--- config.mk ---
export PLATFORM = sky130hd
export DESIGN_NAME = fx_accumulator
export DESIGN_NICKNAME = d
export VERILOG_FILES = /design/src/rtl/fx_accumulator.sv
export SDC_FILE = /design/constraint.sdc
export NUM_CORES = 1
export LEC_CHECK = 0
export BUFFER_PORTS_ARGS = -buffer_cell sky130_fd_sc_hd__buf_2
export CAP_MARGIN = 10
export CORE_MARGIN = 2
export CORE_UTILIZATION = 55
export DETAILED_ROUTE_END_ITERATION = 16
export PLACE_DENSITY = 0.73
export SLEW_MARGIN = 20
export SYNTH_ARGS = -nofsm -noshare
export SYNTH_HDL_FRONTEND = slang
export SYNTH_SLANG_ARGS = --single-unit
export TNS_END_PERCENT = 50
--- constraint.sdc ---
create_clock -name clk -period 11.53 [get_ports clk]
set_input_delay 0 -clock clk [delete_from_list [all_inputs] [get_ports clk]]
set_output_delay 0 -clock clk [all_outputs]
set_load 0.1 [all_outputs]
--- src/rtl/fx_accumulator.sv ---
// Single-precision running-sum accumulator used as a multi-cycle custom instruction.
// Opcodes clear, accumulate or read the sum. Results are truncated toward zero and denormals are flushed.
//
// state  | meaning
// IDLE   | waiting for start; clear/read complete directly from here
// UNPACK | unpacked, magnitude-ordered operands held; aligning smaller mantissa
// ALIGN  | aligned mantissas held; adding/subtracting
// ADD    | raw 28-bit sum held; normalising and writing acc
// NORM   | done cycle; acc already updated, start accepted exactly as in IDLE
module fx_accumulator (
    input  logic        clk,
    input  logic        reset,
    input  logic        clk_en,
    input  logic        start,
    input  logic [1:0]  n,
    input  logic [31:0] dataa,
    output logic        done,
    output logic [31:0] result
);
    localparam logic [31:0] QNAN = 32'h7FC0_0000;

    typedef enum logic [2:0] {S_IDLE, S_UNPACK, S_ALIGN, S_ADD, S_NORM} state_t;

    state_t       r_state;
    logic         r_done;
    logic [31:0]  r_result;
    logic [31:0]  r_acc;
    logic         r_nan;
    logic         r_big_s;
    logic         r_sub;
    logic [7:0]   r_big_e, r_sml_e;
    logic [23:0]  r_big_m, r_sml_m;
    logic [26:0]  r_sml27;
    logic [27:0]  r_sum;

    logic [7:0]   w_a_e, w_b_e;
    logic [23:0]  w_a_m, w_b_m;
    logic         w_a_big;
    logic [7:0]   w_diff;
    logic [26:0]  w_ext, w_shift, w_aligned, w_big27;
    logic         w_lost;
    logic [4:0]   w_lzc;
    logic [25:0]  w_norm;
    logic [22:0]  w_frac;
    logic signed [9:0] w_exp;
    logic [31:0]  w_new_acc;

    assign done   = r_done;
    assign result = r_result;

    // Exponent 0 means zero: denormal fraction bits are discarded.
    assign w_a_e   = dataa[30:23];
    assign w_b_e   = r_acc[30:23];
    assign w_a_m   = (w_a_e == 8'd0) ? 24'd0 : {1'b1, dataa[22:0]};
    assign w_b_m   = (w_b_e == 8'd0) ? 24'd0 : {1'b1, r_acc[22:0]};
    assign w_a_big = {w_a_e, w_a_m} >= {w_b_e, w_b_m};

    assign w_diff    = r_big_e - r_sml_e;
    assign w_ext     = {r_sml_m, 3'b000};
    assign w_shift   = w_ext >> w_diff;
    assign w_lost    = |(w_ext & ((27'd1 << w_diff) - 27'd1));
    assign w_aligned = (w_diff >= 8'd27) ? {26'd0, |r_sml_m}
                                         : {w_shift[26:1], w_shift[0] | w_lost};
    assign w_big27   = {r_big_m, 3'b000};

    always_comb begin
        w_lzc = 5'd27;
        for (int i = 0; i < 27; i++) begin
            if (r_sum[i]) w_lzc = 5'(26 - i);
        end
    end

    always_comb begin
        w_norm = r_sum[25:0] << w_lzc;
        if (r_sum[27]) begin
            w_frac = 23'(r_sum >> 4);
            w_exp  = $signed({2'b00, r_big_e}) + 10'sd1;
        end else begin
            w_frac = 23'(w_norm >> 3);
            w_exp  = $signed({2'b00, r_big_e}) - $signed({5'b00000, w_lzc});
        end
        if (r_sum == 28'd0 || w_exp <= 10'sd0)
            w_new_acc = 32'd0;
        else if (w_exp >= 10'sd255)
            w_new_acc = {r_big_s, 8'hFF, 23'd0};
        else
            w_new_acc = {r_big_s, w_exp[7:0], w_frac};
    end

    always_ff @(posedge clk) begin
        if (reset) begin
            r_state  <= S_IDLE;
            r_done   <= 1'b0;
            r_result <= 32'd0;
            r_acc    <= 32'd0;
            r_nan    <= 1'b0;
            r_big_s  <= 1'b0;
            r_sub    <= 1'b0;
            r_big_e  <= 8'd0;
            r_sml_e  <= 8'd0;
            r_big_m  <= 24'd0;
            r_sml_m  <= 24'd0;
            r_sml27  <= 27'd0;
            r_sum    <= 28'd0;
        end else if (clk_en) begin
            r_done <= 1'b0;
            case (r_state)
                S_IDLE, S_NORM: begin
                    r_state <= S_IDLE;
                    if (start) begin
                        case (n)
                            2'd0: begin
                                r_acc    <= 32'd0;
                                r_nan    <= 1'b0;
                                r_result <= 32'd0;
                                r_done   <= 1'b1;
                            end
                            2'd1: begin
                                r_nan   <= r_nan | (w_a_e == 8'hFF) | (w_b_e == 8'hFF);
                                r_sub   <= dataa[31] ^ r_acc[31];
                                r_big_s <= w_a_big ? dataa[31] : r_acc[31];
                                r_big_e <= w_a_big ? w_a_e : w_b_e;
                                r_big_m <= w_a_big ? w_a_m : w_b_m;
                                r_sml_e <= w_a_big ? w_b_e : w_a_e;
                                r_sml_m <= w_a_big ? w_b_m : w_a_m;
                                r_state <= S_UNPACK;
                            end
                            default: begin
                                r_result <= r_nan ? QNAN : r_acc;
                                r_done   <= 1'b1;
                            end
                        endcase
                    end
                end
                S_UNPACK: begin
                    r_sml27 <= w_aligned;
                    r_state <= S_ALIGN;
                end
                S_ALIGN: begin
                    r_sum   <= r_sub ? ({1'b0, w_big27} - {1'b0, r_sml27})
                                     : ({1'b0, w_big27} + {1'b0, r_sml27});
                    r_state <= S_ADD;
                end
                S_ADD: begin
                    r_acc    <= w_new_acc;
                    r_result <= r_nan ? QNAN : w_new_acc;
                    r_done   <= 1'b1;
                    r_state  <= S_NORM;
                end
                default: r_state <= S_IDLE;
            endcase
        end
    end
endmodule

Word level (Yosys, flattened, before mapping). Index checks and enable logic that the tools add are counted.

Output and inout port bits: 33. Logic and storage cells: 113. Input bits: 38. Bits in registers: 190.

Equal/unequal tests: 10. Bitwise operators: 5. $add $sub $neg: 6. Magnitude comparators: 4. Mux-type cells: 55. Reductions and logical operators: 17. Shift operators: 3.

Operators with widths (number): 2-to-1 mux 32 bit (6); one-hot mux 32 bit (2 select lines) (3); 2-to-1 mux 5 bit (24); 2-to-1 mux 24 bit (4); greater-or-equal comparator 32 bit (1); 2-to-1 mux 31 bit (1); adder 27 x 27 -> 28 bit (1); zero test 28 bit (1); 2-to-1 mux 28 bit (1); subtractor 27 x 27 -> 28 bit (1); bitwise AND 27 bit (1); 2-to-1 mux 27 bit (1); OR reduction 27 bit (1); left shift 1 x 8 -> 27 bit (first input constant) (1); >> shifter 27 x 8 -> 27 bit (1); subtractor 27 x 1 -> 27 bit (second input constant) (1); left shift 26 x 5 -> 26 bit (1); OR reduction 24 bit (1); 2-to-1 mux 23 bit (1); == test 8 bit (second input constant) (2); zero test 8 bit (2); 2-to-1 mux 8 bit (2); AND reduction 4 bit (4); one-hot mux 3 bit (4 select lines) (1); 24 further kinds (37).

Longest topological paths before layout. Gate-level depths: netlist of the first run.

Depth in word-level cells: 34. Mapped depth: 20. Depth with buffers taken out: 17.

Worst setup path after synthesis of the first run. No wires, ideal clock.

Path type: reg2reg. Start point: register r_sum[18]. End point: register r_result[2] (netlist: result[2]). Clock period less this slack: 4.462 ns. Arrival time: 4.332 ns. Stages on the path, launching flop included: 18. Setup slack: 7.068 ns. Cells stage by stage: dfxtp_1 > buf_2 > nor4_1 > nand2_1 > a21oi_2 > inv_1 > buf_2 > ha_1 > o21a_1 > or3_1 > a31o_2 > or4_1 > o31a_1 > nand2_1 > nor3_1 > buf_2 > a221oi_1 > nor3_1.

Word-level cells in the longest chain between the ends: 16. Elaborated cells on any way between the ends: 21.

Ends and longest elaborated chain: start: declaration (line 34) `logic [27:0] r_sum;`; start signal: assignment (line 140) `r_sum <= r_sub ? ({1'b0, w_big27} - {1'b0, r_sml27})`; 2-to-1 mux 5 bit (9 in series) (line 69) `if (r_sum[i]) w_lzc = 5'(26 - i);`; subtractor 8 x 5 -> 9 bit (line 80) `w_exp = $signed({2'b00, r_big_e}) - $signed({5'b00000, w_lzc});`; 2-to-1 mux 10 bit (line 75) `if (r_sum[27]) begin`; greater-or-equal comparator 10 x 9 -> 1 bit or less-or-equal comparator 10 x 1 -> 1 bit (tied branches) (line 84, 82); 2-to-1 mux 31 bit or logical OR 1 bit (tied branches) (line 84, 82); 2-to-1 mux 32 bit (*) (line 82) `if (r_sum == 28'd0 || w_exp <= 10'sd0)`; 2-to-1 mux 32 bit (*) (line 146) `r_result <= r_nan ? QNAN : w_new_acc;`; one-hot mux 32 bit (2 select lines) (*) (line 107) `case (r_state)`; end signal: assignment (line 129) `r_result <= r_nan ? QNAN : r_acc;`; end signal: assignment (line 146); end: declaration (line 26) `logic [31:0] r_result;`.

Mark *: on every way between the ends. The rest lies on a longest branch, timed or not. A chain may end at the register's enable or synchronous reset.

Final worst setup path of the first run.
Start point: register r_sum[18]. End point: register r_acc[11].

Word-level cells in the longest chain between the ends: 15. Elaborated cells on any way between the ends: 20.

Ends and longest elaborated chain: 2-to-1 mux 5 bit (9 in series) (line 69); subtractor 8 x 5 -> 9 bit (line 80); 2-to-1 mux 10 bit (line 75); greater-or-equal comparator 10 x 9 -> 1 bit or less-or-equal comparator 10 x 1 -> 1 bit (tied branches) (line 84, 82); 2-to-1 mux 31 bit or logical OR 1 bit (tied branches) (line 84, 82); 2-to-1 mux 32 bit (*) (line 82); one-hot mux 32 bit (2 select lines) (*) (line 107); end signal: assignment (line 145) `r_acc <= w_new_acc;`; end: declaration (line 27) `logic [31:0] r_acc;`.

Marks and branches as above.

==> results of run 1 <==
[flip-flops by register name, indices dropped and copies added (netlist names), 3 cells and up]
signal   cells
r_big_e      8
r_sml_m     24
r_sml_e      8
r_state      3
r_acc       32
r_big_m     24
r_sum       28
result      32
r_sml27     27
[worst max-delay path by stage]
stage               from        end  slack, ps  cells after the start
4_1_cts        r_sum[18]  r_acc[11]       5870                     15
3_5_place_dp   r_sum[18]  r_acc[16]       5890                     15
3_3_place_gp   r_sum[18]  r_acc[16]       6090                     15
6_report       r_sum[18]  r_acc[11]       5610                     15
5_1_grt        r_sum[18]  r_acc[11]       5370                     15
2_1_floorplan  r_sum[18]  result[2]       7070                     17
[cell families after synthesis]
kind of cell,after synthesis
compound gates,600
buf+inv,239
mux,152
flops,190
xor+xnor,38
fa+ha+maj,98
simple gates,680
[final cells by class]
type	instances	area, µm²	area share (%)
Sequential cell	190	3800	22.9
Clock inverter	15	178	1.07
Clock buffer	17	425	2.56
Tap cell	378	473	2.85
Timing Repair Buffer	107	667	4.01
Multi-Input combinational cell	1568	10700	64.2
Inverter	108	405	2.44
[placed cells by master (no fill, tap or decap), types with 16 or more instances in the layout]
cell type / n
a21o_1: 26
nor2_1: 259
nor4_1: 19
buf_2: 69
nor2b_1: 21
mux2i_1: 131
o31ai_1: 24
o211ai_1: 16
buf_4: 24
a211oi_1: 104
xnor2_1: 19
nand4_1: 16
dfxtp_1: 190
nand3_1: 33
inv_1: 105
o21ai_0: 93
clkbuf_16: 17
nor3_1: 43
nand2b_1: 19
a22oi_1: 30
and2_1: 51
nand2_1: 164
a21oi_1: 120
ha_1: 95
[metrics by stage]
stage / hold slack, ps / instance area [µm²] / power [mW] / worst slack, ps / std cells
after floorplan: 190 / 15500 / 1.17 / 7070 / 1997
after global placement: 359 / 15900 / 1.31 / 6090 / 2338
after detailed placement: 365 / 15900 / 1.31 / 5890 / 2338
after CTS: 2.75 / 16600 / 1.92 / 5870 / 2383
after global routing: 42.1 / 16600 / 2.01 / 5370 / 2383
final: 3.65 / 16600 / 1.94 / 5610 / 2383
[power by group through the flow]
stage / Sequential (mW) / Combinational (mW) / Clock [mW]
after floorplan: 0.734 / 0.435 / 0
after global placement: 0.708 / 0.602 / 0
after detailed placement: 0.709 / 0.605 / 0
after CTS: 0.694 / 0.611 / 0.616
after global routing: 0.696 / 0.675 / 0.642
final: 0.694 / 0.631 / 0.611
[routing by layer]
metal  wire length [µm]  global-route usage [%]  part of all wire (%)  vias to the layer above
li1                   -                       -                     -                     7306
met1              22900                    50.0                    43                     7372
met2              23300                    54.3                    44                      746
met3               4590                    6.88                   8.7                      116
met4               2030                    14.2                   3.8                        2
met5                 12                       0                 0.023                        -
==> summary.txt, run 1 <==
Yosys
  • List of most frequent post-synthesis cells: nor2_1 (261), dfxtp_1 (190), nand2_1 (164)
  • Count leader, synth: nor2_1
  • Post-synthesis adder-cell area fraction: 8.07%
  • XOR/XNOR share of the synthesized area: 2.27%
  • Main combinational cell family by area after synthesis: compound AO/OA/AOI/OAI gates
  • Yosys warnings: 0
  • Compound-Gate Fraction of Synth Area: 27.2%
  • Top post-synthesis cells by area: dfxtp_1 (25%), mux2i_1 (8.5%), ha_1 (7.7%)
  • Post-synthesis mux area share: 10.6%
  • Post-synthesis simple-gate area fraction: 20.5%
  • Post-synth ARST share: 0%
  • Synth unique cells: 101
  • Top-area cell type share of the netlist area: 24.6%
  • Post-Syn Area: 0.0155 mm²
  • Post-synth EDFFs: 0
  • Cells after synthesis: 1997
  • Seq cells post-synth: 190
  • Net Count, Synth: 2133
  • Dominant synthesized flop cell: dfxtp_1
  • Mean Syn Cell Area: 7.74 µm²
  • Area leader, netlist: dfxtp_1
  • Register area share after synthesis: 24.6%

Run status
  • Status: finished, final reports clean

Place
  • Placed wire-length estimate: 40100 µm
  • PortBufs: 70
  • Placer congestion estimate: 0.984

Layout
  • Area delta synth->final: 7.48%
  • Final core utilization: 60.0%
  • Nets: 2128
  • Share of layout cells above drive strength 1: 9.48%
  • Filler cells: 2560
  • ANT cells: 0

Clock tree
  • Inserted Clock Buffers: 17
  • Post-cts gate resize count: 0
  • Cts hold-fix bufs: 13
  • TritonCTS clock tree: done
  • Clk_lat worst skew: 470 ps
  • # Post-CTS Setup Buffers: 0
  • CTS Buffer Depth: 2
  • Clock-pin slew on the worst setup and hold paths: 90 ps
  • CTS root buffer: clkbuf_16
  • Htree depth: 4
  • Clk sinks: 190

Setup path
  • R2r setup slk: 5610 ps
  • CP top delay family: simple AND/OR/NAND/NOR gates
  • Reg2Reg Launch Point: r_sum[18]
  • CP Launch Type: register
  • Slowest CP cell: nor4_1
  • CP Buf/Inv Count: 2
  • Crit Path Max Fanout: 24
  • Crit path largest cell delay: 940 ps
  • Crit end category: register
  • Cells on worst reg2reg path: 15
  • Worst Path Class, Setup: register to register
  • Arrival time worst endpoint: 6290 ps
  • Cell Chain, Critical Path: nor4_1 -> nand2_1 -> a21oi_2 -> inv_1 -> buf_4 -> ha_1 -> o21a_1 -> o21ai_0 -> a21oi_1 -> xnor2_1 -> o31a_1 -> nand2_1 -> nor3_1 -> nand2b_1 -> o31ai_1
  • Most frequent CP cell: nand2_1
  • Reg2reg end: r_acc[11]
  • Worst EP required: 11900 ps

Power
  • Flop pwr share: 35.8%
  • Internal Power: 1.18 mW
  • Psw: 760 µW
  • P_leak: 6.60 nW
  • Switching part of the total: 39.2%
  • Logic pwr share: 32.6%
  • Pwr/cell area: 117 mW/mm²
  • Maximum vdd drop: 0.000160 V
  • Clock power share: 31.6%

Floorplan
  • Row count: 61
  • CORE AREA: 0.0277 mm²
  • Die area: 0.0295 mm²
  • I/O pins: 71
  • Die Y: 172 µm
  • Initial core utilization: 55.8%
  • Die width: 172 µm

GRT
  • Vias in the first global route: 14000
  • Total GRT Usage: 35.8%
  • Initial antenna violation count: 1
  • First-pass GRT wire length: 80900 µm
  • Global route overflow: 0
  • Largest net degree at the start of global routing: 95

Worst hold path
  • Worst hold path type: primary input to register
  • Hold Path Cell Cnt: 2
  • HP Start: reset
  • Hold EP: r_acc[2]

Timing
  • Setup TNS Final: 0 ps
  • Final min period: 5920 ps
  • RSZ-0062 raised after global routing: no
  • Final setup viols: 0
  • Hold Fails Final Rpt: 0
  • Skew final: 24.8 ps
  • Tcrit/Tclk final: 51.4%
  • FMAX: 0.169 GHz
  • Tightest Pin Transition: 1040 ps
  • Worst slew margin: 29.7%
  • Max-slew violations: 0

Drt
  • Wire length per cell: 22.1 µm
  • # DRC: 0
  • DRT Pass-1 Iters: 6
  • Drt first-iter violations: 1959
  • Final wirelength: 52800 µm
  • Via density: 6.52
  • Post-DRT Antenna Nets: 0
  • Via count: 15500

Run
  • Max Cap Viol: 0
Power figures use the tool's default switching activity.
==> run 2: changes to the inputs <==
--- a/config.mk
+++ b/config.mk
@@ -5,6 +5,7 @@
 export SDC_FILE = /design/constraint.sdc
 export NUM_CORES = 1
 export LEC_CHECK = 0
+export ABC_AREA = 1
 export BUFFER_PORTS_ARGS = -buffer_cell sky130_fd_sc_hd__buf_2
 export CAP_MARGIN = 10
 export CORE_MARGIN = 2
==> constraint.sdc (replaced) <==
create_clock -name clk -period 6.2 [get_ports clk]
set_input_delay 0 -clock clk [delete_from_list [all_inputs] [get_ports clk]]
set_output_delay 0 -clock clk [all_outputs]
set_load 0.1 [all_outputs]
==> run 2 against run 1 <==
Compared with the run above: flip-flop and latch count unchanged; clock power up 96%; utilization grew 0.57 points; sequential share of layout area increased by 0.48 points; sequential power grew 84%; die area decreased by 3.0%; non-clock buffer count increased by 1; setup slack worse by 4700 ps; clock skew decreased by 4.1 ps; global-route usage grew 0.39 points; critical endpoint is now result[24]; highest routed layer is now met4.
==> summary.txt, run 2 <==
Run status
  • Status: finished, final reports clean

GRT
  • First-pass GRT wire length: 81300 µm (+0.45%)
  • Total GRT Usage: 36.2% (+0.39 points)
  • Largest net degree at the start of global routing: 105 (+11%)
  • Vias in the first global route: 14700 (+5.0%)
  • Global route overflow: 0 (unchanged)
  • Initial antenna violation count: 2 (+1)

Yosys
  • Compound-Gate Fraction of Synth Area: 26.9% (-0.27 points)
  • Synth unique cells: 63 (-38%)
  • Area leader, netlist: dfxtp_1
  • Post-synthesis adder-cell area fraction: 8.33% (+0.25 points)
  • Post-synth ARST share: 0% (unchanged)
  • Post-synthesis simple-gate area fraction: 25.7% (+5.2 points)
  • Yosys warnings: 0 (unchanged)
  • Top post-synthesis cells by area: dfxtp_1 (25%), nand2_1 (14%), a21oi_1 (10%)
  • Top-area cell type share of the netlist area: 25.4% (+0.77 points)
  • Seq cells post-synth: 190 (unchanged)
  • Post-synthesis mux area share: 0.267% (-10 points)
  • XOR/XNOR share of the synthesized area: 2.26% (-0.012 points)
  • Net Count, Synth: 2516 (+18%)
  • Cells after synthesis: 2380 (+19%)
  • Main combinational cell family by area after synthesis: compound AO/OA/AOI/OAI gates
  • Count leader, synth: nand2_1
  • Mean Syn Cell Area: 6.30 µm² (-19%)
  • Post-synth EDFFs: 0 (unchanged)
  • List of most frequent post-synthesis cells: nand2_1 (542), a21oi_1 (304), inv_1 (299)
  • Register area share after synthesis: 25.4% (+0.77 points)
  • Post-Syn Area: 0.0150 mm² (-3.0%)
  • Dominant synthesized flop cell: dfxtp_1

Setup path
  • CP Launch Type: register
  • Crit Path Max Fanout: 9 (-63%)
  • Cells on worst reg2reg path: 37 (+22)
  • Slowest CP cell: o41ai_1
  • Worst Path Class, Setup: register to register
  • Arrival time worst endpoint: 5660 ps (-630 ps)
  • Crit path largest cell delay: 680 ps (-260 ps)
  • Most frequent CP cell: nand2_1
  • Crit end category: register
  • Worst EP required: 6560 ps (-5340 ps)

Drt
  • Post-DRT Antenna Nets: 0 (unchanged)
  • Final wirelength: 52800 µm (unchanged)
  • Drt first-iter violations: 2019 (+3.1%)
  • Wire length per cell: 19.3 µm (-13%)
  • # DRC: 0 (unchanged)
  • Via count: 16500 (+6.0%)
  • DR top layer: met4
  • Via density: 6.01 (-7.8%)
  • Routed wl met3: 4400 µm (-4.0%)
  • Met2 wire length: 23200 µm (-0.18%)
  • DRT Pass-1 Iters: 6 (unchanged)
  • M1 WL: 22200 µm (-2.9%)

Floorplan
  • Initial core utilization: 55.8% (about the same)
  • CORE AREA: 0.0269 mm² (-3.0%)
  • Die width: 169 µm (-1.5%)
  • I/O pins: 71 (unchanged)
  • Die area: 0.0286 mm² (-3.0%)
  • Row count: 60 (-1.6%)
  • Die Y: 169 µm (-1.5%)

Timing
  • Final min period: 5300 ps (-627 ps)
  • Final setup viols: 0 (unchanged)
  • WHS: 23.5 ps (+19.9 ps)
  • Tightest Pin Transition: 1080 ps (+34.6 ps)
  • Skew final: 20.7 ps (-4.13 ps)
  • Worst slew margin: 28.0% (-1.7 points)
  • RSZ-0062 raised after global routing: no
  • Hold Fails Final Rpt: 0 (unchanged)
  • Setup TNS Final: 0 ps (unchanged)
  • Max-slew violations: 0 (unchanged)
  • FMAX: 0.189 GHz (+12%)
  • Tcrit/Tclk final: 85.4% (+34 points)

Clock tree
  • Inserted Clock Buffers: 17 (unchanged)
  • TritonCTS clock tree: done
  • CTS root buffer: clkbuf_16
  • Clk_lat worst skew: 440 ps (-30 ps)
  • Clk sinks: 190 (unchanged)
  • CTS Buffer Depth: 2 (unchanged)
  • Clock-pin slew on the worst setup and hold paths: 80 ps (about the same)
  • Htree depth: 4 (unchanged)

Run
  • Max Cap Viol: 0 (unchanged)

Power
  • P_leak: 7.55 nW (+14%)
  • Maximum vdd drop: 0.000179 V (+11%)
  • Pwr/cell area: 210 mW/mm² (+81%)

Place
  • PortBufs: 70 (unchanged)
  • Placer congestion estimate: 0.997 (+1.4%)
  • Placed wire-length estimate: 40100 µm (+0.12%)

Layout
  • Most frequent cells in the layout: nand2_1 (542), a21oi_1 (303), inv_1 (298)
  • Nets: 2521 (+18%)
  • Area delta synth->final: 8.56%
  • Commonest non-fill, non-tap cell in the layout: nand2_1
  • ANT cells: 0 (unchanged)
  • Share of layout cells above drive strength 1: 7.63% (-1.8 points)
  • Final core utilization: 60.6% (+0.57 points)

Worst hold path
  • Hold Path Cell Cnt: 5 (+3)
  • Worst hold path type: primary input to register
## run 2: report_power, final
group | switching, mW | internal (mW)
Sequential | 0.0338 | 1.25
Clock | 0.597 | 0.604
Combinational | 0.690 | 0.250
## run 2: final timing paths
path / slack [ps] / end / startpoint
worst min-delay path: 20 / r_sml_m[0] / dataa[0]
worst min register to register: 470 / r_sml_e[1] / r_sml_e[1]
worst max register to register: 900 / result[24] / r_sum[1]
worst max-delay path: 900 / result[24] / r_sum[1]
## run 2: kinds of logic (layout without fill, tap and decap cells)
group	after synthesis	count (layout)
and+or+nand+nor	905	905
AOI/OAI and AO/OA	709	709
buffers and inverters	437	455
DFF	190	190
adders and majority gates	98	98
xor gates and xnor gates	37	37
muxes	4	4
## run 2: area by class of cell
cell class / count / area (µm²)
fillers: 2643 / 10600
multi-input cells: 1753 / 9550
flip-flops and latches: 190 / 3800
inverters: 315 / 1180
repair buffers: 108 / 667
well taps: 341 / 427
clock buffers: 17 / 425
clock inverters: 15 / 220
## run 2: timing repair
| action | in CTS | in global routing |
|---|---|---|
| hold endpoints to repair | 21 | 0 |
| setup buffers | 0 | 0 |
| hold buffers | 10 | 0 |
| setup endpoints to repair | 0 | 0 |
| resized for setup | 0 | 0 |
## run 2: routing by layer
layer	up-vias	global-route usage, %
li1	8016	-
met1	7495	49.4
met2	810	56.7
met3	147	3.93
met4	0	19.0
met5	-	0
## run 2: worst max-delay path, delay by kind of cell (launching register included)
kind	cells	cell delay, ps
AO/OA/AOI/OAI	6	2090
XOR/XNOR	1	120
adder cells (fa/ha/maj)	2	630
buffers and inverters	1	70
flip-flops	1	340
AND/OR/NAND/NOR	27	1990
## run 2: metrics by stage
stage                     instance area [µm²]  power (mW)  instances  setup WS [ps]
after detailed placement                15500        2.22       2697           1010
after floorplan                         15000        1.97       2380           1600
after global routing                    16300        3.57       2739            347
after global placement                  15500        2.22       2697           1220
final                                   16300        3.43       2739            904
after CTS                               16300        3.41       2739            997
==> run 3: changes to the inputs <==
--- a/config.mk
+++ b/config.mk
@@ -8,7 +8,7 @@
 export ABC_AREA = 1
 export BUFFER_PORTS_ARGS = -buffer_cell sky130_fd_sc_hd__buf_2
 export CAP_MARGIN = 10
-export CORE_MARGIN = 2
+export CORE_MARGIN = 8
 export CORE_UTILIZATION = 55
 export DETAILED_ROUTE_END_ITERATION = 16
 export PLACE_DENSITY = 0.73
==> run 3 against run 2 <==
Compared with the run above: hold slack better by 3.9 ps; first-iteration DRC count fell by 3.1%; final cell count barely moved; largest power group unchanged; highest routed layer unchanged.
==> summary.txt, run 3 (synthesis gave the netlist of run 2 again) <==
GRT
  • Global route overflow: 0 (unchanged)
  • Initial antenna violation count: 0 (-2)
  • Vias in the first global route: 14700 (+0.088%)
  • Largest net degree at the start of global routing: 101 (-3.8%)
  • Total GRT Usage: 31.4% (-4.8 points)
  • First-pass GRT wire length: 82700 µm (+1.7%)

Floorplan
  • I/O pins: 71 (unchanged)
  • Row count: 60 (unchanged)
  • Die width: 181 µm (+7.1%)
  • Die Y: 181 µm (+7.1%)
  • CORE AREA: 0.0269 mm² (unchanged)
  • Initial core utilization: 55.8% (unchanged)
  • Die area: 0.0328 mm² (+15%)

Clock tree
  • CTS root buffer: clkbuf_16
  • Htree depth: 4 (unchanged)
  • Clk sinks: 190 (unchanged)
  • Clock-pin slew on the worst setup and hold paths: 90 ps (about the same)
  • TritonCTS clock tree: done
  • Post-cts gate resize count: 0 (unchanged)
  • Inserted Clock Buffers: 17 (unchanged)
  • CTS Buffer Depth: 2 (unchanged)
  • Clk_lat worst skew: 450 ps (about the same)

Timing
  • Setup TNS Final: 0 ps (unchanged)
  • Skew final: 24.6 ps (+3.95 ps)
  • Post-route setup slack: 889 ps (-14.9 ps)
  • FMAX: 0.188 GHz (-0.28%)
  • Tightest Pin Transition: 1030 ps (-50.1 ps)
  • Final min period: 5310 ps (+14.9 ps)
  • RSZ-0062 raised after global routing: no
  • Final setup viols: 0 (unchanged)
  • Hold Fails Final Rpt: 0 (unchanged)
  • Max-slew violations: 0 (unchanged)
  • Worst slew margin: 31.3% (+3.3 points)
  • Tcrit/Tclk final: 85.7% (+0.24 points)

Power
  • Maximum vdd drop: 0.000170 V (-4.9%)
  • Internal Power: 2.10 mW (about the same)
  • Final Power: 3.43 mW (about the same)
  • P_leak: 7.56 nW (+0.14%)
  • Clock power share: 35.1% (about the same)
  • Flop pwr share: 37.5% (about the same)
  • Logic pwr share: 27.4% (about the same)
  • Switching part of the total: 38.6% (about the same)
  • Pwr/cell area: 210 mW/mm² (-0.10%)
  • Psw: 1.32 mW (+0.14%)

Setup path
  • CP top delay family: simple AND/OR/NAND/NOR gates
  • Worst EP required: 6580 ps (+20 ps)
  • Crit end category: register
  • Arrival time worst endpoint: 5690 ps (+30 ps)
  • CP Buf/Inv Count: 1 (unchanged)
  • Crit path largest cell delay: 700 ps (+20 ps)
  • Most frequent CP cell: nand2_1
  • CP Launch Type: register
  • Slowest CP cell: o41ai_1
  • Crit Path Max Fanout: 9 (unchanged)
  • Worst Path Class, Setup: register to register

Layout
  • ANT cells: 0 (unchanged)
  • Share of layout cells above drive strength 1: 7.67% (+0.039 points)
  • Nets: 2522 (+0.040%)
  • Area delta synth->final: 8.74%
  • Commonest non-fill, non-tap cell in the layout: nand2_1
  • Most frequent cells in the layout: nand2_1 (542), a21oi_1 (303), inv_1 (298)

Place
  • Setup WS pre-CTS: 969 ps (-38.8 ps)
  • Placed wire-length estimate: 40400 µm (+0.72%)
  • Placer congestion estimate: 0.972 (-2.6%)
  • PortBufs: 70 (unchanged)

Drt
  • Via count: 16400 (-0.17%)
  • Wire length per cell: 19.5 µm (+1.1%)
  • Final wirelength: 53300 µm (+1.1%)
  • Via density: 6.00 (-0.21%)
  • Post-DRT Antenna Nets: 0 (unchanged)
  • DRT Pass-1 Iters: 5 (-1)
  • Drt first-iter violations: 1957 (-3.1%)
  • # DRC: 0 (unchanged)

Worst hold path
  • Worst hold path type: primary input to register

Run status
  • Status: finished, final reports clean

Run
  • Max Cap Viol: 0 (unchanged)
## run 3: worst reg2reg max path, delay by kind of cell (launching register included)
kind | cells | cell delay, ps
simple gates | 27 | 2080
fa+ha+maj | 2 | 660
buf+inv | 1 | 70
flops | 1 | 340
xor+xnor | 1 | 100
compound gates | 6 | 2020
## run 3: power groups by stage
stage | Clock, mW | Sequential, mW | Combinational (mW)
3_3_place_gp | 0 | 1.31 | 0.909
4_1_cts | 1.21 | 1.28 | 0.920
3_5_place_dp | 0 | 1.31 | 0.911
2_1_floorplan | 0 | 1.38 | 0.595
6_report | 1.20 | 1.29 | 0.938
5_1_grt | 1.26 | 1.29 | 1.03
## run 3: final timing paths
kind,start,endpoint,slack [ps],cells past startpoint
max,r_sum[1],result[29],890,37
max reg2reg,r_sum[1],result[29],890,37
min reg2reg,result[29],result[29],470,2
min,dataa[0],r_big_m[0],30,5
## run 3: stage by stage
step | cell area, µm² | hold WS (ps) | util (%) | instances
floorplan | 15000 | 94.1 | - | 2380
global placement | 15500 | 292 | 57.8 | 2697
detailed placement | 15500 | 309 | 57.8 | 2697
CTS | 16300 | 8.64 | 60.6 | 2739
global route | 16300 | 34.2 | 60.7 | 2740
finish | 16300 | 27.5 | 60.7 | 2740
## run 3: what timing repair did
| item | in CTS | in global routing |
|---|---|---|
| endpoints found under the hold margin | 22 | 0 |
| setup buffers | 0 | 0 |
| hold buffers | 10 | 0 |
## run 3: layer usage
metal | wire length (µm) | up-vias | track usage (%)
met1 | 22400 | 7502 | 41.2
met4 | 2730 | 0 | 15.4
met2 | 23900 | 791 | 49.9
met5 | 0 | - | 0
met3 | 4300 | 128 | 4.45
li1 | - | 8019 | -
## run 3: final cells by class
cell class	instances	area [µm²]
clock buffers	17	425
well taps	341	427
multi-input cells	1753	9560
inverters	315	1180
fillers	2663	10600
repair buffers	109	683
clock inverters	15	223
flip-flops and latches	190	3800
